<file path="config.mk">
export PLATFORM = sky130hd
export DESIGN_NAME = regfile_wb_arb
export DESIGN_NICKNAME = d
export VERILOG_FILES = /design/src/rtl/regfile_wb_arb.sv
export SDC_FILE = /design/constraint.sdc
export NUM_CORES = 1
export LEC_CHECK = 0
export CAP_MARGIN = 10
export CELL_PAD_IN_SITES_DETAIL_PLACEMENT = 2
export CELL_PAD_IN_SITES_GLOBAL_PLACEMENT = 2
export CORE_MARGIN = 8
export CORE_UTILIZATION = 22
export CTS_CLUSTER_SIZE = 30
export DETAILED_ROUTE_END_ITERATION = 8
export PLACE_DENSITY_LB_ADDON = 0.1
export SYNTH_ARGS = -nofsm -noshare
export SYNTH_HDL_FRONTEND = slang
export SYNTH_SLANG_ARGS = --single-unit
</file>
<file path="constraint.sdc">
create_clock -name clk -period 3.2 [get_ports clk]
set_clock_uncertainty 0.15 [all_clocks]
set_input_delay 0.8 -clock clk [delete_from_list [all_inputs] [get_ports clk]]
set_output_delay 0.8 -clock clk [all_outputs]
set_load 0.02 [all_outputs]
</file>
<file path="src/rtl/regfile_wb_arb.sv">
// regfile_wb_arb
//   Write-back arbiter and pending-write scoreboard for the 16x16 register file.
//   NREQ producers share the single regfile write port by round-robin. The
//   granted write is registered onto wr_en/wr_addr/wr_data one cycle later.
//   Register PC_ADDR is the read-only PC view. A write to it is consumed, never
//   reaches the regfile, and sets the sticky pc_wr_err flag.
//
// Ports
//   clk        in   system clock, all state on rising edge
//   reset_n    in   asynchronous active-low reset
//   req_valid  in   [NREQ]         per-requester write pending
//   req_addr   in   [NREQ*ADDR_W]  destination register, slice i
//   req_data   in   [NREQ*DATA_W]  write data, slice i
//   req_ready  out  [NREQ]         one-hot grant (transfer on valid & ready)
//   rsv_valid  in   issue stage reserves rsv_addr
//   rsv_addr   in   [ADDR_W]       register being reserved
//   err_clr    in   clears pc_wr_err
//   wr_en      out  registered regfile write enable
//   wr_addr    out  [ADDR_W]       registered regfile write address
//   wr_data    out  [DATA_W]       registered regfile write data
//   busy       out  [2**ADDR_W]    bit r set while a write to r is outstanding
//   pc_wr_err  out  sticky: a write to PC_ADDR was absorbed
module regfile_wb_arb #(
  parameter int unsigned NREQ    = 3,
  parameter int unsigned DATA_W  = 16,
  parameter int unsigned ADDR_W  = 4,
  parameter int unsigned PC_ADDR = 15
) (
  input  logic                     clk,
  input  logic                     reset_n,
  input  logic [NREQ-1:0]          req_valid,
  input  logic [NREQ*ADDR_W-1:0]   req_addr,
  input  logic [NREQ*DATA_W-1:0]   req_data,
  output logic [NREQ-1:0]          req_ready,
  input  logic                     rsv_valid,
  input  logic [ADDR_W-1:0]        rsv_addr,
  input  logic                     err_clr,
  output logic                     wr_en,
  output logic [ADDR_W-1:0]        wr_addr,
  output logic [DATA_W-1:0]        wr_data,
  output logic [(2**ADDR_W)-1:0]   busy,
  output logic                     pc_wr_err
);

  localparam int unsigned PTR_W = (NREQ > 1) ? $clog2(NREQ) : 1;
  localparam int unsigned NREG  = 2 ** ADDR_W;

  logic [PTR_W-1:0]  ptr_q, ptr_d;
  logic              wr_en_q, wr_en_d;
  logic [ADDR_W-1:0] wr_addr_q, wr_addr_d;
  logic [DATA_W-1:0] wr_data_q, wr_data_d;
  logic [NREG-1:0]   busy_q, busy_d;
  logic              pc_err_q, pc_err_d;

  logic              hi_found, lo_found, gnt_any, gnt_pc;
  logic [PTR_W-1:0]  hi_idx, lo_idx, gidx;
  logic [ADDR_W-1:0] gaddr;
  logic [DATA_W-1:0] gdata;

  // Round-robin pick: the lowest valid index at/after ptr wins; failing that,
  // the lowest valid index overall (the wrap-around case).
  always_comb begin
    hi_found = 1'b0;
    lo_found = 1'b0;
    hi_idx   = '0;
    lo_idx   = '0;
    for (int unsigned i = 0; i < NREQ; i++) begin
      if (req_valid[i] && !lo_found) begin
        lo_found = 1'b1;
        lo_idx   = PTR_W'(i);
      end
      if (req_valid[i] && !hi_found && (PTR_W'(i) >= ptr_q)) begin
        hi_found = 1'b1;
        hi_idx   = PTR_W'(i);
      end
    end
    gidx    = hi_found ? hi_idx : lo_idx;
    // Gating with reset_n keeps ready low for the whole reset, not just after an edge.
    gnt_any = (hi_found | lo_found) & reset_n;
    gaddr   = req_addr[gidx*ADDR_W +: ADDR_W];
    gdata   = req_data[gidx*DATA_W +: DATA_W];
    gnt_pc  = gnt_any && (gaddr == ADDR_W'(PC_ADDR));
    req_ready = '0;
    if (gnt_any) req_ready[gidx] = 1'b1;
  end

  always_comb begin
    ptr_d = ptr_q;
    if (gnt_any) ptr_d = (gidx == PTR_W'(NREQ - 1)) ? '0 : gidx + PTR_W'(1);

    // PC writes are consumed but never reach the regfile; address/data hold.
    wr_en_d   = gnt_any & ~gnt_pc;
    wr_addr_d = wr_en_d ? gaddr : wr_addr_q;
    wr_data_d = wr_en_d ? gdata : wr_data_q;

    // A new PC write in the same cycle as err_clr keeps the flag set.
    pc_err_d = pc_err_q;
    if (err_clr) pc_err_d = 1'b0;
    if (gnt_pc)  pc_err_d = 1'b1;

    // Clear first, then set, so a same-cycle reserve of the written register wins.
    busy_d = busy_q;
    if (wr_en_q) busy_d[wr_addr_q] = 1'b0;
    if (rsv_valid && (rsv_addr != ADDR_W'(PC_ADDR))) busy_d[rsv_addr] = 1'b1;
    busy_d[PC_ADDR] = 1'b0;
  end

  always_ff @(posedge clk or negedge reset_n) begin
    if (!reset_n) begin
      ptr_q     <= '0;
      wr_en_q   <= 1'b0;
      wr_addr_q <= '0;
      wr_data_q <= '0;
      busy_q    <= '0;
      pc_err_q  <= 1'b0;
    end else begin
      ptr_q     <= ptr_d;
      wr_en_q   <= wr_en_d;
      wr_addr_q <= wr_addr_d;
      wr_data_q <= wr_data_d;
      busy_q    <= busy_d;
      pc_err_q  <= pc_err_d;
    end
  end

  assign wr_en     = wr_en_q;
  assign wr_addr   = wr_addr_q;
  assign wr_data   = wr_data_q;
  assign busy      = busy_q;
  assign pc_wr_err = pc_err_q;

endmodule

</file>
After elaboration in Yosys (flattened, before gate mapping)
Cells that the tools add are included.
W data, S select, Z words.
{"block": "totals", "regBits": 39, "input_bits": 71, "output_inout_bits": 41}
{"block": "classes", "n_shift": 2, "muxes": 23, "add_sub_neg": 1, "n_reduce_logical": 17, "eq_ne": 3, "bitwise_logic": 7, "order_cmp": 9}
{"operator": "$shiftx A48 B7 Y16", "count": 1}
{"operator": "$mux W15", "count": 2}
{"operator": "$and A15 B15 Y15", "count": 1}
{"operator": "$not A15 Y15", "count": 1}
{"operator": "$or A15 B15 Y15", "count": 1}
{"operator": "$mux W1", "count": 13}
{"operator": "$logic_and A1 B1 Y1", "count": 12}
{"operator": "$shiftx A12 B5 Y4", "count": 1}
{"operator": "$lt A4 B5 Y1 const B", "count": 2}
{"operator": "$demux W1 S4", "count": 2}
{"operator": "$ge A4 B1 Y1 const B", "count": 2}
{"operator": "$mux W2", "count": 4}
{"operator": "$eq A4 B4 Y1 const B", "count": 1}
{"operator": "$ge A1 B2 Y1 const A", "count": 2}
{"operator": "$logic_not A1 Y1", "count": 4}
{"operator": "$ne A4 B4 Y1 const B", "count": 1}
{"operator": "$lt A2 B3 Y1 const B", "count": 1}
{"operator": "$mux W3", "count": 1}
{"operator": "$add A2 B1 Y2 const B", "count": 1}
{"operator": "$and A1 B1 Y1", "count": 2}
{"operator": "$demux W1 S2", "count": 1}
{"operator": "$eq A2 B2 Y1 const B", "count": 1}
{"operator": "$ge A2 B1 Y1 const B", "count": 1}
{"operator": "$ge A2 B2 Y1 const A", "count": 1}
{"operator": "other kinds (3)", "count": 3}

Longest topological paths before layout
Gate-level depths: netlist of the first run.
{"block": "depth", "word_depth": 17, "mapped_depth": 7}

Least setup slack after synthesis of the first run
OpenSTA, ideal clock, no wires.
{"block": "synth_timing", "path_type": "input-to-output", "startpoint": "input port req_valid[1]", "endpoint": "output port req_ready[2]", "stages": 4, "path_buffers": 1, "arrival_ps": 2223, "path_slack_ps": 27, "cell_sequence": "or3b_1 a31oi_1 clkbuf_1 and2_1"}
{"block": "synth_via", "elab_chain_cells": 13, "elab_cells_between_ends": 25, "cone_classes": "order compare (2); mux (12); bitwise (2); reduce/logical (9)"}
{"item": "from (decl)", "line": "31", "text": "input logic [NREQ-1:0] req_valid,"}
{"item": "$logic_and A1 B1 Y1 (2 in series)", "line": "72", "text": "if (req_valid[i] && !hi_found && (PTR_W'(i) >= ptr_q)) begin"}
{"item": "$mux W1", "line": "72"}
{"item": "$logic_not A1 Y1", "line": "72"}
{"item": "$logic_and A1 B1 Y1 (2 in series)", "line": "72"}
{"item": "$mux W2 or $mux W1 (tied branches)", "line": "72"}
{"item": "$mux W2", "line": "77", "text": "gidx = hi_found ? hi_idx : lo_idx;"}
{"item": "$lt A2 B3 Y1 (not written as such) or $ge A2 B1 Y1 (tied branches)", "line": "84", "text": "if (gnt_any) req_ready[gidx] = 1'b1;"}
{"item": "$logic_and A1 B1 Y1 (not written as such)", "line": "84"}
{"item": "$mux W1 (not written as such)", "line": "84"}
{"item": "$demux W1 S2", "line": "84"}
{"item": "$mux W3 (*)", "line": "84"}
{"item": "to (decl)", "line": "34", "text": "output logic [NREQ-1:0] req_ready,"}
Mark *: on every way between the ends. The rest lies on a longest branch, timed or not.

Worst setup path in the final report of the first run
{"block": "layout_timing", "startpoint": "input port req_valid[0]", "endpoint": "output port req_ready[0]"}
{"block": "layout_via", "elab_chain_cells": 16, "elab_cells_between_ends": 30, "cone_classes": "order compare (2); mux (14); bitwise (2); reduce/logical (12)"}
{"item": "$logic_and A1 B1 Y1", "line": "72"}
{"item": "$mux W1", "line": "72"}
{"item": "$logic_not A1 Y1", "line": "72"}
{"item": "$logic_and A1 B1 Y1 (2 in series)", "line": "72"}
{"item": "$mux W1", "line": "72"}
{"item": "$logic_not A1 Y1", "line": "72"}
{"item": "$logic_and A1 B1 Y1 (2 in series)", "line": "72"}
{"item": "$mux W2 or $mux W1 (tied branches)", "line": "72"}
{"item": "$mux W2", "line": "77"}
{"item": "$lt A2 B3 Y1 (not written as such) or $ge A2 B1 Y1 (tied branches)", "line": "84"}
{"item": "$logic_and A1 B1 Y1 (not written as such)", "line": "84"}
{"item": "$mux W1 (not written as such)", "line": "84"}
{"item": "$demux W1 S2", "line": "84"}
{"item": "$mux W3 (*)", "line": "84"}
Marks and branches as above.

==> results of run 1 <==
==> per-layer routing <==
metal / global-route usage, % / vias up / wire length, um
met5: 0 / - / 0
met4: 3.02 / 0 / 81
met3: 5.91 / 4 / 765
met2: 24.2 / 71 / 4370
met1: 12.9 / 1030 / 3110
li1: - / 1007 / -
==> how the worst max path moves through the flow <==
| stage | to | slack (ps) | from | cells past startpoint |
|---|---|---|---|---|
| after CTS | req_ready[0] | 6 | req_valid[0] | 6 |
| after detailed placement | req_ready[2] | -440 | req_valid[1] | 5 |
| after floorplan | req_ready[2] | 30 | req_valid[1] | 4 |
| final | req_ready[0] | 80 | req_valid[0] | 6 |
| after global placement | req_ready[2] | -390 | req_valid[1] | 5 |
| after global routing | req_ready[0] | 20 | req_valid[0] | 6 |
==> worst max-delay path: stages <==
cell	delay (ps)
clkdlybuf4s50_1	430
buf_4	160
a221oi_4	270
buf_4	190
nor3_2	50
clkdlybuf4s15_2	270
==> kinds of logic (layout without fill, tap and decap cells) <==
group / count (synthesis) / count (layout)
AND/OR/NAND/NOR: 72 / 72
buffers and inverters: 17 / 156
multiplexers: 20 / 20
AO/OA/AOI/OAI: 57 / 57
other: 1 / 1
flip-flops: 39 / 39
==> registers in the layout, indices dropped and copies added (netlist names) <==
register,count
ptr_q,2
wr_en,1
wr_addr,4
wr_data,16
busy,15
pc_wr_err,1
==> synthesized netlist by cell type (all sizes together), types with 4 or more instances <==
library cell and number:
a222oi 4, a22oi 16, and2 6, buf 5, dfrtp 39, inv 9, mux2 16, mux2i 4
nand2 44, nand2b 5, nand3 5, o21ai 28
==> final cells by class <==
cell class | instances | area, um^2 | share of cell area, %
Clock buffer | 6 | 82.6 | 2.26
Clock inverter | 2 | 35.0 | 0.961
Inverter | 9 | 33.8 | 0.927
Multi-Input combinational cell | 150 | 1040 | 28.6
Sequential cell | 39 | 976 | 26.8
Tap cell | 111 | 139 | 3.81
Timing Repair Buffer | 139 | 1340 | 36.7
==> power by group <==
| part | switching, mW | internal (mW) | leakage [nW] | total, mW |
|---|---|---|---|---|
| Clock | 0.179 | 0.253 | 0.0612 | 0.432 |
| Sequential | 0.106 | 0.658 | 0.459 | 0.764 |
| Combinational | 0.526 | 0.571 | 1.10 | 1.10 |
| Total | 0.812 | 1.48 | 1.62 | 2.29 |
==> through the flow <==
stage	hold WS, ps	setup TNS, ps
floorplan	354	0
global placement	340	-3720
detailed placement	345	-4630
CTS	364	0
global route	389	0
finish	358	0
==> timing repair <==
item	CTS	global route
buffers inserted	0	4
endpoints found under the setup margin	3	19
gates cloned	0	1
hold buffers	0	0
pin swaps	0	4
resized for setup	12	5
==> results.md, run 1 <==
- Status: complete, no violations
- GP Congestion: 0.778
- Area share of the largest cell type after synthesis: between 40% and 50%
- Mux share of post-synthesis cell area: 13.4%
- Area after DPL: roughly 3500 um^2
- Clock-pin slew on the worst setup and hold paths: 80 ps
- HPWL after detailed placement: 6710 um
- Clk Latency, worst-skew pair: 290 ps
- PortBufs: 110
- Netlist Area Pre-Place: 2070 um^2
- Total gr overflow: 0
- Routed vias/inst: about 4.6
- Worst path required time: around 2300 ps
- Post-layout power: about 2.3 mW
- Slew @ Worst Pin: 519 ps
- FFs w/ async S/R, synth: 100%
- Finished Core Util: 39.6%
- Final instance area: 3650 um^2
- Initial detailed-routing violation count: 32
- CTS max path bufs: 2
- Initial antenna violation count: 0
- R2R setup slack: slightly below 600 ps
- Top_reg_cell synth: dfrtp_1
- Synth area leaders: dfrtp_1 47%, mux2_4 11%, nand2_1 8.0%, o21ai_0 6.8%, a22oi_1 5.8%
- Fmax: 0.320 GHz
- Synthesized flop and latch total: 39
- Placed Cells incl. Taps: 443
- Core ar.: 9200 um^2
- Drt pass-1 iters: 4
- CTS tree: yes
- Syn Area/Cell: 10.0 um^2
- Largest net degree at the start of global routing: 40
- YS warnings: 0
- Worst R2R Start: ptr_q[1]
- Largest family of logic cells by synthesized area: compound AO/OA/AOI/OAI gates
- Final setup violating endpoints: 0
- Sequential share of the synthesized area: 47.2%
- Floorplan die height: 113 um
- Die Wd: 113 um
- Hold_sp: wr_data[8]
- Rel. slew slack: 65.4%
- R2R cell count: 9
- Wire per inst: 18.3 um
- Synth Area in Compound Gates: 18.6%
- Sink Count: 39
- GR Util All Layers: 13.0%
- First-pass GRT wire length: ~13000 um
- CP Launch Type: input port
- Most frequent cells in the layout: 104 x clkdlybuf4s50_1, 44 x nand2_1, 39 x dfrtp_1, 28 x o21ai_0, 27 x buf_4
- Share of cells above drive strength 1: between 15 and 20%
- PwrDens: 629 nW/um^2
- Worst Setup Path Type: input port to output port
- Inserted Clock Buffers: 5
- Synthesis-to-finish area growth: 76.3%
- Yosys top cell by area: dfrtp_1
- MaxCap Viol Count: 0
- CP max FO: 5
- Synth Area in Simple Gates: around 16%
- RSZ-0062 raised after global routing: false
- Maximum VDD drop: between 0.2 and 0.25 mV
- I/O pins: 112
- Number of global-route vias before repair: 2482
- Fin nets: 415
- Worst reg2reg endpoint: wr_data[8]
- Crit path DAT: around 2200 ps
- Cell Count, Final, Fillers Out: about 460
- CTS H-tree lvls: 2
- Fin crit period: 3120 ps
- Worst Hold End: wr_data[8]
- Final worst-path setup slack: 78.5 ps
- Adder-cell share of the synthesized area: 0%
- Antenna cells: 0
- Syn nets: 277
- Post-synth EDFFs: 0
- Final period utilization: a little over nine tenths
- Endpoint class of the critical path: output port
- DR vias: 2112
- Total Wirelength: 8330 um
- Commonest non-fill, non-tap cell in the layout: clkdlybuf4s50_1
- Die Area: 12800 um^2
- Final Hold Viols: 0
- Synth Area in XOR/XNOR: 0%
- WHS Path Cells: 1
- Cell leakage power: 1.62 nW
- Pre-CTS WS: -444 ps
- Root buffer cell: clkbuf_8
- Core Rows: 35
- Hold crit path type: flip-flop to flip-flop
- Mapped Cells: approximately 210
- Final-report max-slew violation count: 0
- Post-route DRC: 0
- Antenna-violating nets left: 0
- Initial core utilization: 22.5%
- Filler Cell Count: 1023
- Unique masters post-synth: 30
No activity file was read; power rests on OpenSTA's default activity.
==> run 2: changes to the inputs <==
==> constraint.sdc (replaced) <==
create_clock -name clk -period 3 [get_ports clk]
set_clock_uncertainty 0.15 [all_clocks]
set_input_delay 0.75 -clock clk [delete_from_list [all_inputs] [get_ports clk]]
set_output_delay 0.75 -clock clk [all_outputs]
set_load 0.02 [all_outputs]
==> results.md, run 2 (synthesis results as in run 1) <==
- Status: complete, no violations
- Rel. slew slack: 64.6% (-0.80 points)
- Sink Count: 39 (unchanged)
- Root buffer cell: clkbuf_8
- Final period utilization: 98.0%
- Fmax: 0.340 GHz
- Post-route DRC: 0 (unchanged)
- CTS H-tree lvls: 2 (unchanged)
- Core ar.: 9200 um^2 (unchanged)
- Endpoint class of the critical path: output port
- Largest net degree at the start of global routing: 40 (unchanged)
- Worst path required time: 2100 ps (-150 ps)
- CTS tree: yes
- Min Hold Slack: 366 ps (+8.92 ps)
- Total gr overflow: 0 (unchanged)
- Die Area: 12800 um^2 (unchanged)
- GR Util All Layers: 13.1% (+0.079 points)
- Antenna cells: 0 (unchanged)
- CTS max path bufs: 2 (unchanged)
- Routed vias/inst: 4.59 (-0.81%)
- Cell Count, Final, Fillers Out: 451 (-1.1%)
- PwrDens: 647 nW/um^2 (+2.9%)
- Maximum VDD drop: 0.222 mV (-1.4%)
- Floorplan die height: 113 um (unchanged)
- PortBufs: 110 (unchanged)
- Cell leakage power: 1.57 nW (-2.7%)
- Hold crit path type: flip-flop to flip-flop
- Initial antenna violation count: 0 (unchanged)
- Drt pass-1 iters: 4 (unchanged)
- DR vias: 2072 (-1.9%)
- Slew @ Worst Pin: 531 ps (+11.9 ps)
- Inserted Clock Buffers: 5 (unchanged)
- CP max FO: 4 (-1)
- Core Rows: 35 (unchanged)
- Placed Cells incl. Taps: 440 (-0.68%)
- Share of cells above drive strength 1: 16.8% (-1.8 points)
- Die Wd: 113 um (unchanged)
- Total Wirelength: 8180 um (-1.8%)
- Final-report max-slew violation count: 0 (unchanged)
- Clock-pin slew on the worst setup and hold paths: 80 ps (about the same)
- Final setup violating endpoints: 0 (unchanged)
- Max reg flops: 16 (unchanged)
- Initial core utilization: 22.5% (unchanged)
- Synthesis-to-finish area growth: 73.7%
- Number of global-route vias before repair: 2435 (-1.9%)
- Commonest non-fill, non-tap cell in the layout: clkdlybuf4s50_1
- Wire per inst: 18.1 um (-0.72%)
- Clk Latency, worst-skew pair: 290 ps (about the same)
- Final Hold Viols: 0 (unchanged)
- RSZ-0062 raised after global routing: false
- HPWL after detailed placement: 6610 um (-1.5%)
- Worst Setup Path Type: input port to output port
- Antenna-violating nets left: 0 (unchanged)
- Initial detailed-routing violation count: 70 (+120%)
- First-pass GRT wire length: 13200 um (+0.58%)
- Fin nets: 410 (-1.2%)
- MaxCap Viol Count: 0 (unchanged)
- I/O pins: 112 (unchanged)
- GP Congestion: 0.727 (-6.5%)
- Filler Cell Count: 1021 (-0.20%)
- CP Launch Type: input port
- Crit path DAT: 2040 ps (-130 ps)
- Most frequent cells in the layout: 103 x clkdlybuf4s50_1, 44 x nand2_1, 39 x dfrtp_1, 28 x o21ai_0, 20 x buf_4
- Fin crit period: 2940 ps
[run 2: repair_timing]
item                                    CTS  global route
setup buffers                             2             0
endpoints found under the setup margin   19             0
gates resized for setup                  18             0
hold buffers                              0             0
[run 2: routing by layer]
metal / share of wire, % / global-route usage, %
met5: 0 / 0
met4: 0.94 / 3.02
met3: 8.3 / 5.32
met2: 52 / 23.4
met1: 39 / 14.1
[run 2: final timing paths]
path	end	slack [ps]	cells past startpoint	from
worst max-delay path	req_ready[2]	60	5	req_valid[1]
max in group asynchronous	wr_data[13]	1900	2	reset_n
worst min register to register	wr_data[8]	370	1	wr_data[8]
worst max register to register	wr_data[8]	300	9	ptr_q[1]
min in group asynchronous	busy[1]	420	2	reset_n
worst min-delay path	wr_data[8]	370	1	wr_data[8]
[run 2: critical path, cell delays in order]
cell and delay [ps]:
dlygate4sd2_1 280, or3b_4 400, a31oi_4 210, and2_1 140, clkdlybuf4s15_2 260
[run 2: per-stage QoR]
step           instance area, um^2  util (%)  TNS (ps)  power [mW]  setup slack (ps)
2_1_floorplan                 2070         -         0        1.35              61.4
3_3_place_gp                  3430      37.3     -7870        1.96              -478
3_5_place_dp                  3430      37.3     -8790        1.99              -513
4_1_cts                       3590      39.1         0        2.38              61.3
5_1_grt                       3590      39.1         0        2.50              8.42
6_report                      3590      39.1         0        2.33              59.6
[run 2: area by class of cell]
class                           count  area [um^2]  share of cell area, %
Timing Repair Buffer              134         1320                   36.8
Multi-Input combinational cell    150         1040                   28.9
Sequential cell                    39          976                   27.2
Tap cell                          111          139                   3.86
Clock buffer                        6         72.6                   2.02
Inverter                            9         33.8                  0.940
Clock inverter                      2         12.5                  0.348
[run 2: power by group]
part	switching [mW]	leakage [nW]	internal, mW
combinational	0.558	1.07	0.604
sequential	0.111	0.459	0.702
clock	0.189	0.0412	0.163
==> run 3: changes to the inputs <==
--- a/config.mk
+++ b/config.mk
@@ -13,6 +13,7 @@
 export CTS_CLUSTER_SIZE = 30
 export DETAILED_ROUTE_END_ITERATION = 8
 export PLACE_DENSITY_LB_ADDON = 0.1
+export SETUP_SLACK_MARGIN = 0.5
 export SYNTH_ARGS = -nofsm -noshare
 export SYNTH_HDL_FRONTEND = slang
 export SYNTH_SLANG_ARGS = --single-unit
==> results.md, run 3 (synthesis results as in run 1) <==
- Number of global-route vias before repair: 2541 (+4.4%)
- Inserted Clock Buffers: 5 (unchanged)
- Share of cells above drive strength 1: 24.1% (+7.3 points)
- Core Rows: 35 (unchanged)
- Max reg flops: 16 (unchanged)
- Largest stage delay, worst path: 410 ps (about the same)
- Fin nets: 423 (+3.2%)
- Rel. slew slack: 60.5% (-4.1 points)
- DR vias: 2165 (+4.5%)
- Final-report max-slew violation count: 0 (unchanged)
- CTS tree: yes
- PwrDens: 673 nW/um^2 (+3.9%)
- CTS H-tree lvls: 2 (unchanged)
- Logic pwr share: 47.4% (-2.5 points)
- CTS max path bufs: 2 (unchanged)
- Sequential share of power: 31.9% (-3.1 points)
- Final Hold Viols: 0 (unchanged)
- Endpoint class of the critical path: flip-flop
- Filler Cell Count: 1010 (-1.1%)
- Largest net degree at the start of global routing: 40 (unchanged)
- Critical path's top delay family: buffers and inverters
- CP bufs+invs: 4 (+2)
- Cell breakdown of the critical path: buf_8 > or3b_4 > buf_6 > nand3_4 > a222oi_1 > o41ai_4 > buf_4 > buf_12 > mux2_4
- R2R setup slack: 420 ps (+120 ps)
- Maximum VDD drop: 0.221 mV (-0.73%)
- Initial detailed-routing violation count: 84 (+20%)
- HPWL after detailed placement: 6670 um (+0.99%)
- Fin crit period: 2630 ps (-307 ps)
- Fmax: 0.380 GHz (+12%)
- Initial core utilization: 22.5% (unchanged)
- Total gr overflow: 0 (unchanged)
- Slew @ Worst Pin: 592 ps (+61.9 ps)
- Status: complete, no violations
- GR Util All Layers: 14.0% (+0.92 points)
- Clk Latency, worst-skew pair: 290 ps (about the same)
- Die Wd: 113 um (unchanged)
- PortBufs: 110 (unchanged)
- Worst Setup Path Type: input port to flip-flop
- CP Launch Type: input port
- Cell leakage power: 1.69 nW (+7.4%)
- Switching power total: 0.900 mW (+4.9%)
- Antenna-violating nets left: 0 (unchanged)
- Slowest CP cell: o41ai_4
- Synthesis-to-finish area growth: 85.0%
- First-pass GRT wire length: 14100 um (+6.7%)
- Final period utilization: 87.8% (-10 points)
- Root buffer cell: clkbuf_8
- Floorplan die height: 113 um (unchanged)
- Wire per inst: 18.7 um (+3.2%)
- CP max FO: 5 (+1)
- Post-route DRC: 0 (unchanged)
- Routed vias/inst: 4.67 (+1.6%)
- Die Area: 12800 um^2 (unchanged)
- Post-layout power: 2.57 mW (+11%)
- Initial antenna violation count: 0 (unchanged)
- Commonest non-fill, non-tap cell in the layout: clkdlybuf4s50_1
- RSZ-0062 raised after global routing: true
- Total Wirelength: 8690 um (+6.2%)
- Antenna cells: 0 (unchanged)
- Most frequent cells in the layout: 103 x clkdlybuf4s50_1, 44 x nand2_1, 37 x dfrtp_1, 28 x o21ai_0, 28 x buf_4
- Drt pass-1 iters: 5 (+1)
- Final setup violating endpoints: 0 (unchanged)
- MaxCap Viol Count: 0 (unchanged)
- Crit path DAT: 2660 ps (+620 ps)
- Clock-pin slew on the worst setup and hold paths: 80 ps (about the same)
- Worst path required time: 3030 ps (+930 ps)
- Clk network pwr share: 20.7% (+5.6 points)
- Pint: 1.67 mW (+14%)
- Min Hold Slack: 370 ps (+3.67 ps)
- Switch share: 35.0% (-1.9 points)
- GP Congestion: 0.760 (+4.5%)
- Core ar.: 9200 um^2 (unchanged)
- Sink Count: 39 (unchanged)
- Hold crit path type: flip-flop to flip-flop
- I/O pins: 112 (unchanged)
[run 3: cell count changes in the layout (fill, tap and decap cells not counted), sizes merged]
cell           before  now
bufbuf              1    0
bufinv              0    2
clkdlybuf4s15       3    0
buf                24   44
clkbuf              6    5
dlygate4sd2         3    0
clkinv              1    0
[run 3: worst register-to-register path: stages, from the launching register on]
cell and delay (ps):
dfrtp_2 460, or3b_4 440, buf_6 130, nand3_4 90, a222oi_1 130, o41ai_4 420, buf_4 220, buf_12 130
mux2_4 300
[run 3: worst paths after layout]
path	from	end	cells past startpoint
hold reg to reg	wr_data[12]	wr_data[12]	1
max in group asynchronous	reset_n	ptr_q[1]	2
setup / recovery	req_valid[1]	wr_data[5]	9
setup reg to reg	ptr_q[1]	wr_data[5]	8
min in group asynchronous	reset_n	pc_wr_err	2
hold / removal	wr_data[12]	wr_data[12]	1
[run 3: final cells by class]
class | count | area (um^2) | area share (%)
clock buffers | 5 | 68.8 | 1.80
multi-input cells | 150 | 1080 | 28.2
inverters | 9 | 33.8 | 0.883
repair buffers | 147 | 1460 | 38.2
well taps | 111 | 139 | 3.63
flip-flops and latches | 39 | 978 | 25.6
clock inverters | 3 | 67.6 | 1.77
[run 3: power by group through the flow]
stage | Clock, mW | Sequential, mW | Combinational [mW]
after global placement | 0 | 0.820 | 1.16
after CTS | 0.550 | 0.823 | 1.23
final | 0.533 | 0.821 | 1.22
after global routing | 0.575 | 0.848 | 1.32
after detailed placement | 0 | 0.829 | 1.18
after floorplan | 0 | 1.02 | 0.340
[run 3: through the flow]
stage	std cells	utilization (%)	cell area, um^2	setup TNS [ps]	setup WS (ps)
global placement	441	37.7	3470	-6230	-505
finish	464	41.6	3830	0	367
detailed placement	441	37.7	3470	-7810	-556
floorplan	206	-	2120	0	317
global route	464	41.6	3830	0	307
CTS	461	41.1	3780	0	358
[run 3: per-layer routing]
layer,vias up,part of all wire [%],global-route usage (%)
li1,1025,-,-
met1,1060,40,15.9
met2,73,52,24.6
met3,7,7.6,4.95
met4,0,0.66,3.20
met5,-,0,0
[run 3: repair_timing]
| item | in CTS | in global routing |
|---|---|---|
| hold buffers | 0 | 0 |
| buffers inserted | 10 | 3 |
| resized for setup | 48 | 8 |
| gates cloned | 2 | 0 |
| endpoints found under the setup margin | 25 | 24 |
| pin swaps | 9 | 6 |
| hold endpoints to repair | 0 | 0 |
